$ cat config.mk
export PLATFORM = sky130hd
export DESIGN_NAME = smiley_collision_detector
export DESIGN_NICKNAME = d
export VERILOG_FILES = /design/src/rtl/pinball_pkg.sv /design/src/rtl/frame_hit_latch.sv /design/src/rtl/smiley_collision_detector.sv
export SDC_FILE = /design/constraint.sdc
export NUM_CORES = 1
export LEC_CHECK = 0
export ABC_AREA = 1
export CAP_MARGIN = 20
export CORE_MARGIN = 2
export CORE_UTILIZATION = 54
export DETAILED_ROUTE_END_ITERATION = 12
export HOLD_SLACK_MARGIN = 0.1
export PLACE_DENSITY = 0.82
export SLEW_MARGIN = 40
export SYNTH_ARGS = -nofsm -noshare
export SYNTH_HDL_FRONTEND = slang
export SYNTH_SLANG_ARGS = --single-unit
$ cat constraint.sdc
create_clock -name clk -period 1.85 [get_ports clk]
set_input_delay 0.185 -clock clk [delete_from_list [all_inputs] [get_ports clk]]
set_output_delay 0.185 -clock clk [all_outputs]
set_load 0.02 [all_outputs]
$ cat src/rtl/pinball_pkg.sv
// Shared types and constants for the pinball collision logic.
package pinball_pkg;

  typedef enum logic [1:0] {
    ARMED,
    FIRED,
    COOLDOWN
  } hit_state_t;

  localparam int unsigned DEFAULT_COOLDOWN_FRAMES = 4;

endpackage

$ cat src/rtl/frame_hit_latch.sv
// One collision channel: fires at most once per frame, then optionally stays
// suppressed for COOLDOWN_FRAMES further frames before re-arming.
module frame_hit_latch
  import pinball_pkg::*;
#(
  parameter int unsigned COOLDOWN_FRAMES = DEFAULT_COOLDOWN_FRAMES
) (
  input  logic clk,
  input  logic resetN,
  input  logic start_of_frame,
  input  logic pause,
  input  logic overlap,
  output logic fire
);

  localparam int unsigned CD_W = (COOLDOWN_FRAMES > 0) ? $clog2(COOLDOWN_FRAMES + 1) : 1;
  localparam logic [CD_W-1:0] CD_LOAD = CD_W'(COOLDOWN_FRAMES);

  hit_state_t      state, state_next;
  logic [CD_W-1:0] cd_cnt, cd_next;

  always_ff @(posedge clk or negedge resetN) begin
    if (!resetN) begin
      state  <= ARMED;
      cd_cnt <= '0;
    end else begin
      state  <= state_next;
      cd_cnt <= cd_next;
    end
  end

  // Pause freezes everything, including startOfFrame bookkeeping.
  always_comb begin
    state_next = state;
    cd_next    = cd_cnt;
    if (!pause) begin
      case (state)
        ARMED: begin
          if (fire) begin
            state_next = FIRED;
            cd_next    = CD_LOAD;
          end
        end
        FIRED: begin
          if (start_of_frame) state_next = (cd_cnt != '0) ? COOLDOWN : ARMED;
        end
        COOLDOWN: begin
          if (start_of_frame) begin
            cd_next = (cd_cnt != '0) ? cd_cnt - 1'b1 : '0;
            if (cd_cnt <= CD_W'(1)) state_next = ARMED;
          end
        end
        default: state_next = ARMED;
      endcase
    end
  end

  // Zero-latency output so the event lines up with the smiley's same-pixel edge code.
  always_comb begin
    fire = resetN & (state == ARMED) & overlap & ~pause & ~start_of_frame;
  end

endmodule

$ cat src/rtl/smiley_collision_detector.sv
// Detects smiley/border and smiley/flipper pixel overlap and emits one event
// per type per frame, plus a saturating flipper-hit count.
module smiley_collision_detector
  import pinball_pkg::*;
#(
  parameter int unsigned COOLDOWN_FRAMES = DEFAULT_COOLDOWN_FRAMES,
  parameter int unsigned COUNT_W         = 8
) (
  input  logic               clk,
  input  logic               resetN,
  input  logic               startOfFrame,
  input  logic               draw_smiley,
  input  logic               draw_borders,
  input  logic               draw_flipper,
  input  logic               pause,
  output logic               collisionSmileyBorders,
  output logic               collisionSmileyFlipper,
  output logic [COUNT_W-1:0] hitCount
);

  logic ov_b;
  logic ov_f;

  assign ov_b = draw_smiley & draw_borders;
  assign ov_f = draw_smiley & draw_flipper;

  frame_hit_latch #(
    .COOLDOWN_FRAMES(0)
  ) u_border (
    .clk           (clk),
    .resetN        (resetN),
    .start_of_frame(startOfFrame),
    .pause         (pause),
    .overlap       (ov_b),
    .fire          (collisionSmileyBorders)
  );

  frame_hit_latch #(
    .COOLDOWN_FRAMES(COOLDOWN_FRAMES)
  ) u_flipper (
    .clk           (clk),
    .resetN        (resetN),
    .start_of_frame(startOfFrame),
    .pause         (pause),
    .overlap       (ov_f),
    .fire          (collisionSmileyFlipper)
  );

  always_ff @(posedge clk or negedge resetN) begin
    if (!resetN) begin
      hitCount <= '0;
    end else if (collisionSmileyFlipper && (hitCount != '1)) begin
      hitCount <= hitCount + 1'b1;
    end
  end

endmodule
## Yosys cells after proc, flatten, opt, wreduce, memory -nomap -nowiden

Index checks and enable logic that the tools add are counted.

| word-level totals | value |
|---|---|
| register bits after elaboration | 16 |
| output and inout bits | 10 |

| cells by class | value |
|---|---|
| $add $sub $neg | 3 |
| order comparisons | 2 |
| equality and inequality tests | 13 |
| mux-type cells | 20 |
| bitwise logic cells | 12 |
| reductions and logical operators | 10 |

Operators by type and width:

| operator | number |
|---|---|
| $mux 2 | 10 |
| $ne 2x2->1 const B | 6 |
| $pmux 2 s3 | 2 |
| $and 1x1->1 | 10 |
| $reduce_and 5->1 | 2 |
| $mux 3 | 3 |
| $add 8x1->8 const B | 1 |
| $ne 8x8->1 const B | 1 |
| $reduce_and 4->1 | 2 |
| $pmux 3 s2 | 1 |
| $eq 2x1->1 const B | 2 |
| $eq 2x2->1 const B | 2 |
| $logic_not 2->1 | 2 |
| $ne 2x1->1 const B | 2 |
| $reduce_bool 2->1 | 2 |
| $le 3x1->1 const B | 1 |
| $mux 1 | 3 |
| $reduce_bool 3->1 | 1 |
| $sub 3x1->3 const B | 1 |
| $not 1->1 | 2 |
| $pmux 1 s2 | 1 |
| $le 1x1->1 const B | 1 |
| $logic_and 1x1->1 | 1 |
| $sub 1x1->1 const B | 1 |

## Depth between registers and ports, before layout

| logic depth | value |
|---|---|
| depth in word-level cells | 7 |
| gate-level depth with buffers | 8 |
| gate-level depth less buffers | 8 |

## By module

From an unflattened synthesis, not the netlist that was laid out.

| second synthesis, totals | value |
|---|---|
| cells, all modules | 147 |
| area total of the unflattened synthesis | 989.7 µm² |

By module, submodules not included:

| module | instances | cells each | area an instance (µm²) | seq. area each (µm²) |
|---|---|---|---|---|
| smiley_collision_detector | 1 | 75 | 518.0 | 200.2 |
| frame_hit_latch at u_flipper | 1 | 63 | 414.1 | 125.1 |
| frame_hit_latch at u_border | 1 | 9 | 57.6 | 25.0 |

## Worst setup path after synthesis

OpenSTA, ideal clock, no wires.

| path | value |
|---|---|
| path kind | register to register |
| start | register hitCount[0] |
| end | register hitCount[5] |
| setup time | 117 ps |
| arrival | 1232 ps |
| required time | 1733 ps |
| setup slack | 501 ps |
| cell stages (with the launch flop) | 7 |
| path buffers | 0 |
| clock period less this slack | 1349 ps |
| path through | dfrtp_1 -> ha_1 -> nand3_2 -> nor3_4 -> nor2_2 -> nand2_1 -> nand2_1 |

| between the ends | value |
|---|---|
| cells in the longest elaborated chain, start to end | 2 |

RTL lines:

| what | line | source |
|---|---|---|
| start, declared | smiley_collision_detector.sv:18 | `output logic [COUNT_W-1:0] hitCount` |
| start signal, assigned | smiley_collision_detector.sv:53 | `hitCount <= hitCount + 1'b1;` |
| branches (longest 2 deep; another with $add 8x1->8) | n/a |  |

Several ways; the timed one is not identified.
A chain may end at the register's enable or synchronous reset.

## Final worst setup path

| path | value |
|---|---|
| start | register u_flipper.state[1] |
| end | output port collisionSmileyFlipper |

| between the ends | value |
|---|---|
| cells in the longest elaborated chain, start to end | 5 |

RTL lines:

| what | line | source |
|---|---|---|
| start, declared | frame_hit_latch.sv:19 | `hit_state_t state, state_next;` |
| start signal, assigned | frame_hit_latch.sv:27 | `state <= state_next;` |
| $logic_not 2->1 | frame_hit_latch.sv:60 | `fire = resetN & (state == ARMED) & overlap & ~pause & ~start_of_frame;` |
| $and 1x1->1 (4 in series) | frame_hit_latch.sv:60 |  |
| end, declared | smiley_collision_detector.sv:17 | `output logic collisionSmileyFlipper,` |

No other way between the ends.

==> results.md <==
Global route:
- Global routing finished with a remaining overflow of 0.
- The pin count of the biggest net entering global routing is 13.
- The number of antenna violations at the first check in global routing was 0.
- The via count of the first global-routing pass is between 700 and 800.
- The wire length of the first global-routing pass is around 3.0 mm.
- The overall routing resource usage is ~21%.

Clock tree:
- The CTS clock-pin slew for the worst setup and hold paths is 90 ps.
- The H-tree depth is 1.
- The worst-skew pair later-pin latency is 280 ps.
- The clock sink count is 14.
- The number of setup buffers added after CTS is 0.
- The clock tree from TritonCTS is built.
- The maximum buffer depth of the clock tree is 2.
- The total clock buffers created by CTS is 3.
- Clock tree synthesis selected as its root buffer the cell clkbuf_4.

Detailed routing:
- The count of unresolved DRC violations after routing is 0.
- The starting DRC count in detailed routing is 16.
- The routed length on met1 is between 800 and 900 um.
- Wire segments on met2 add up to approximately 810 um in the final route.
- The routed length on met3 is 90 um.
- In this run the remaining antenna-violating nets after routing total 0.
- The routed design has roughly 1.7 mm of wire.
- The highest metal layer used by the detailed router is met4.
- The number of optimization iterations in the first detailed-route pass is 4.
- The via-per-instance ratio is slightly above 5.
- The via count of the routed design is ~830.
- The mean routed wirelength per cell is approximately 10 um.

Synthesis:
- The simple-gate area share of the yosys netlist is 42.8%.
- The sequential area share after synthesis is just under 40%.
- The multiplexer share of the synthesized area is 0%.
- Summing the areas of all compound-gate instances in the mapped netlist gives under 10% of the synthesized area.
- The synthesized net count is ~130.
- Of the total synthesized cell area, the portion taken by full adders, half adders and majority gates is between 4 and 5%.
- The largest area contributor in the netlist is dfrtp_1.
- The per-instance average area after synthesis is 7.33 sq um.
- The post-synthesis register bit count is 14.
- Counting distinct cell types in the post-synthesis netlist gives 22.
- The share of synthesized area in the top cell type comes to approximately 39%.
- The xor and xnor fraction of the mapped netlist area is 4.82%.
- The warning count from the yosys run is 0.
- Synthesis produced a netlist whose cell count is between 100 and 150.
- After synthesis the cells add up to 908 sq um.
- Yosys attributes the largest share of cell area to dfrtp_1 (39%), nand2_1 (19%), nor2_1 (5.0%), inv_1 (4.5%), nand3_2 (4.4%).
- The dominant combinational cell family by area after synthesis is simple AND/OR/NAND/NOR gates.

Worst setup path:
- The launching point of the worst reg2reg path is hitCount[0]$_DFFE_PN0P_.
- For flop-to-flop paths, the worst setup slack is about 460 ps.
- The critical path is of the reg -> out type.
- STA classifies the critical path endpoint as an output pin.
- STA puts the critical path data required time at ~1700 ps.
- At the worst endpoint, the arrival time is between 1000 and 1500 ps.
- The terminus of the critical flop-to-flop path is hitCount[2]$_DFFE_PN0P_.
- Along the worst path, the maximum fanout reaches 5.
- The worst setup path is launched from a flip-flop.
- Counting cells, the worst reg-to-reg path comes to 6.

Finish:
- After filler insertion, the fill cell instance count of the layout stands at about 110.
- The fraction of the core area covered by cells at the end of the flow is 75.0%.
- The area growth from synthesis to final layout is 27.3%.
- The footprint of the flip-flops and latches is 350 sq um.
- The area of all placed cells without fillers is around 1200 sq um.
- In the final design database the tool counted approximately 160 nets.
- The share of post-route cells with drive strength above 1 is approximately 17%.
- The repair_antennas step left the layout with diodes totalling 0.
- The multi-input combinational cells in the finished layout cover a total of roughly 490 sq um.

STA:
- Timing would allow up to between 0.6 and 0.7 GHz.
- Clock skew on the completed layout was measured at approximately 3.7 ps.
- The smallest clock period supported by the final layout is computed as around 1600 ps.
- The transition time at the pin with the least slew margin is 323 ps.
- The post-route worst setup slack is 216 ps.
- The final number of hold-violating endpoints was 0.
- In the final timing run, aggregate negative setup slack is 0 ps.
- The worst slew margin relative to its limit is 78.4%.
- Setup repair after global routing left no endpoint under its margin.
- Of the available clock period, the critical path in the final layout requires slightly below 90%.
- The final count of negative-setup-slack endpoints is 0.
- The max-slew violation count is 0.

Power and ir drop:
- The share of total power dissipated in the clock network is between 15 and 20%.
- In this run switching power makes up 40.6% of total power.
- Sequential cells account for between 40% and 50% of the total power.
- The total internal power is ~680 uW.
- The total power per unit cell area is 984 nW/um^2.
- In this run the power spent charging and discharging nets is approximately 460 uW.
- The analysis attributes to cell leakage a power of approximately 0.00065 uW.
- The part of the total power dissipated in combinational logic is between 30% and 40%.
- The maximum vdd ir drop is around 0.88 mV.

Floorplan:
- The total I/O pin count is 17.
- The die span in x is between 40 and 50 um.
- The core region area is about 1500 sq um.
- Measured along the y axis, the die boundary spans between 40 and 50 um.
- For this configuration, the core starts out at a cell density of between 50% and 60%.
- The die covers 2030 sq um.
- The number of placement rows is 14.

Placement:
- The count of buffers inserted at the top-level ports is 16.
- The detailed placement HPWL is approximately 1.3 mm.
- After detailed placement, the total cell area comes to roughly 1100 sq um.
- The weighted congestion reported at the end of routability-driven placement is approximately 0.9.
- The worst-case setup slack after placement is -17.9 ps.

Run status:
- The flow ran to the end, and the final reports show no timing, DRC or antenna violations.

Run:
- Max-cap violations in this run came to 0.

Min path:
- The class of the most critical hold timing path is in -> async.
metal layers:
layer  vias to the layer above  global-route usage, %
met5                         -                      0
met4                         0                   10.6
met3                         2                   4.00
met2                        21                   31.4
met1                       375                   27.6
li1                        435                      -
synthesized netlist by cell type:
master and count:
nor2_4 1, o21ai_0 2, clkinv_1 1, nor3_4 1, or2_1 1, nor3_1 1, nand3_1 3, xnor2_1 2
nand2_1 47, o21ai_2 1, xor2_1 3, o21ai_1 1, inv_2 5, inv_1 11, dfrtp_1 14, nand2_4 1
nand2_2 1, nor2_2 3, nand4_1 6, nor2_1 12, nand3_2 4, ha_1 3
layout by cell type (no fill, tap or decap), drive strengths merged, types with 2 or more instances in the layout:
cell            n
buf             4
clkbuf          4
clkdlybuf4s50  14
dfrtp          14
ha              3
inv            16
nand2          49
nand3           7
nand4           6
nor2           16
nor3            2
o21ai           4
xnor2           2
xor2            3
power by group through the flow:
stage	clock, uW	combinational (uW)	sequential, uW
after CTS	231	450	468
final	224	445	469
after global routing	239	513	486
after floorplan	0	274	492
after global placement	0	429	471
after detailed placement	0	445	475
cells by family after synthesis:
| family | count (synthesis) |
|---|---|
| AOI/OAI and AO/OA | 4 |
| and+or+nand+nor | 81 |
| DFF | 14 |
| xor gates and xnor gates | 5 |
| buffers and inverters | 17 |
| adders and majority gates | 3 |
flip-flops by register name (all words and copies together), names as in the netlist:
register	cells
u_flipper.cd_cnt	3
u_border.state	1
hitCount	8
u_flipper.state	2
through the flow:
stage | std cells | total power (uW) | hold slack, ps
after detailed placement | 160 | 920 | 512
final | 164 | 1140 | 261
after CTS | 164 | 1150 | 252
after floorplan | 124 | 766 | -111
after global routing | 164 | 1240 | 279
after global placement | 160 | 900 | 495
worst max path at each step:
stage | start | endpoint | slack, ps | cells past startpoint
6_report | u_flipper.state[1]$_DFFE_PN0P_ | collisionSmileyFlipper | 220 | 4
5_1_grt | u_flipper.state[1]$_DFFE_PN0P_ | collisionSmileyFlipper | 110 | 4
4_1_cts | resetN | collisionSmileyBorders | 90 | 4
3_5_place_dp | resetN | collisionSmileyFlipper | -20 | 6
3_3_place_gp | resetN | collisionSmileyFlipper | 20 | 6
2_1_floorplan | hitCount[0]$_DFFE_PN0P_ | hitCount[5]$_DFFE_PN0P_ | 500 | 6
critical path: stages, from the launching register on:
cell,delay (ps)
dfrtp_1,430
nor2_2,200
nand2_1,120
nor2_4,90
dlygate4sd2_1,330
repair_timing:
item | CTS | global route
resized for setup | 1 | 1
hold buffers | 0 | 0
setup endpoints to repair | 1 | 1
cell type report:
cell class | count | share of cell area (%)
Multi-Input combinational cell | 93 | 42.7
Inverter | 17 | 5.52
Clock buffer | 4 | 3.14
Sequential cell | 14 | 30.3
Tap cell | 16 | 1.73
Timing Repair Buffer | 20 | 16.6
Note: power is estimated with default switching activity, not from simulation.
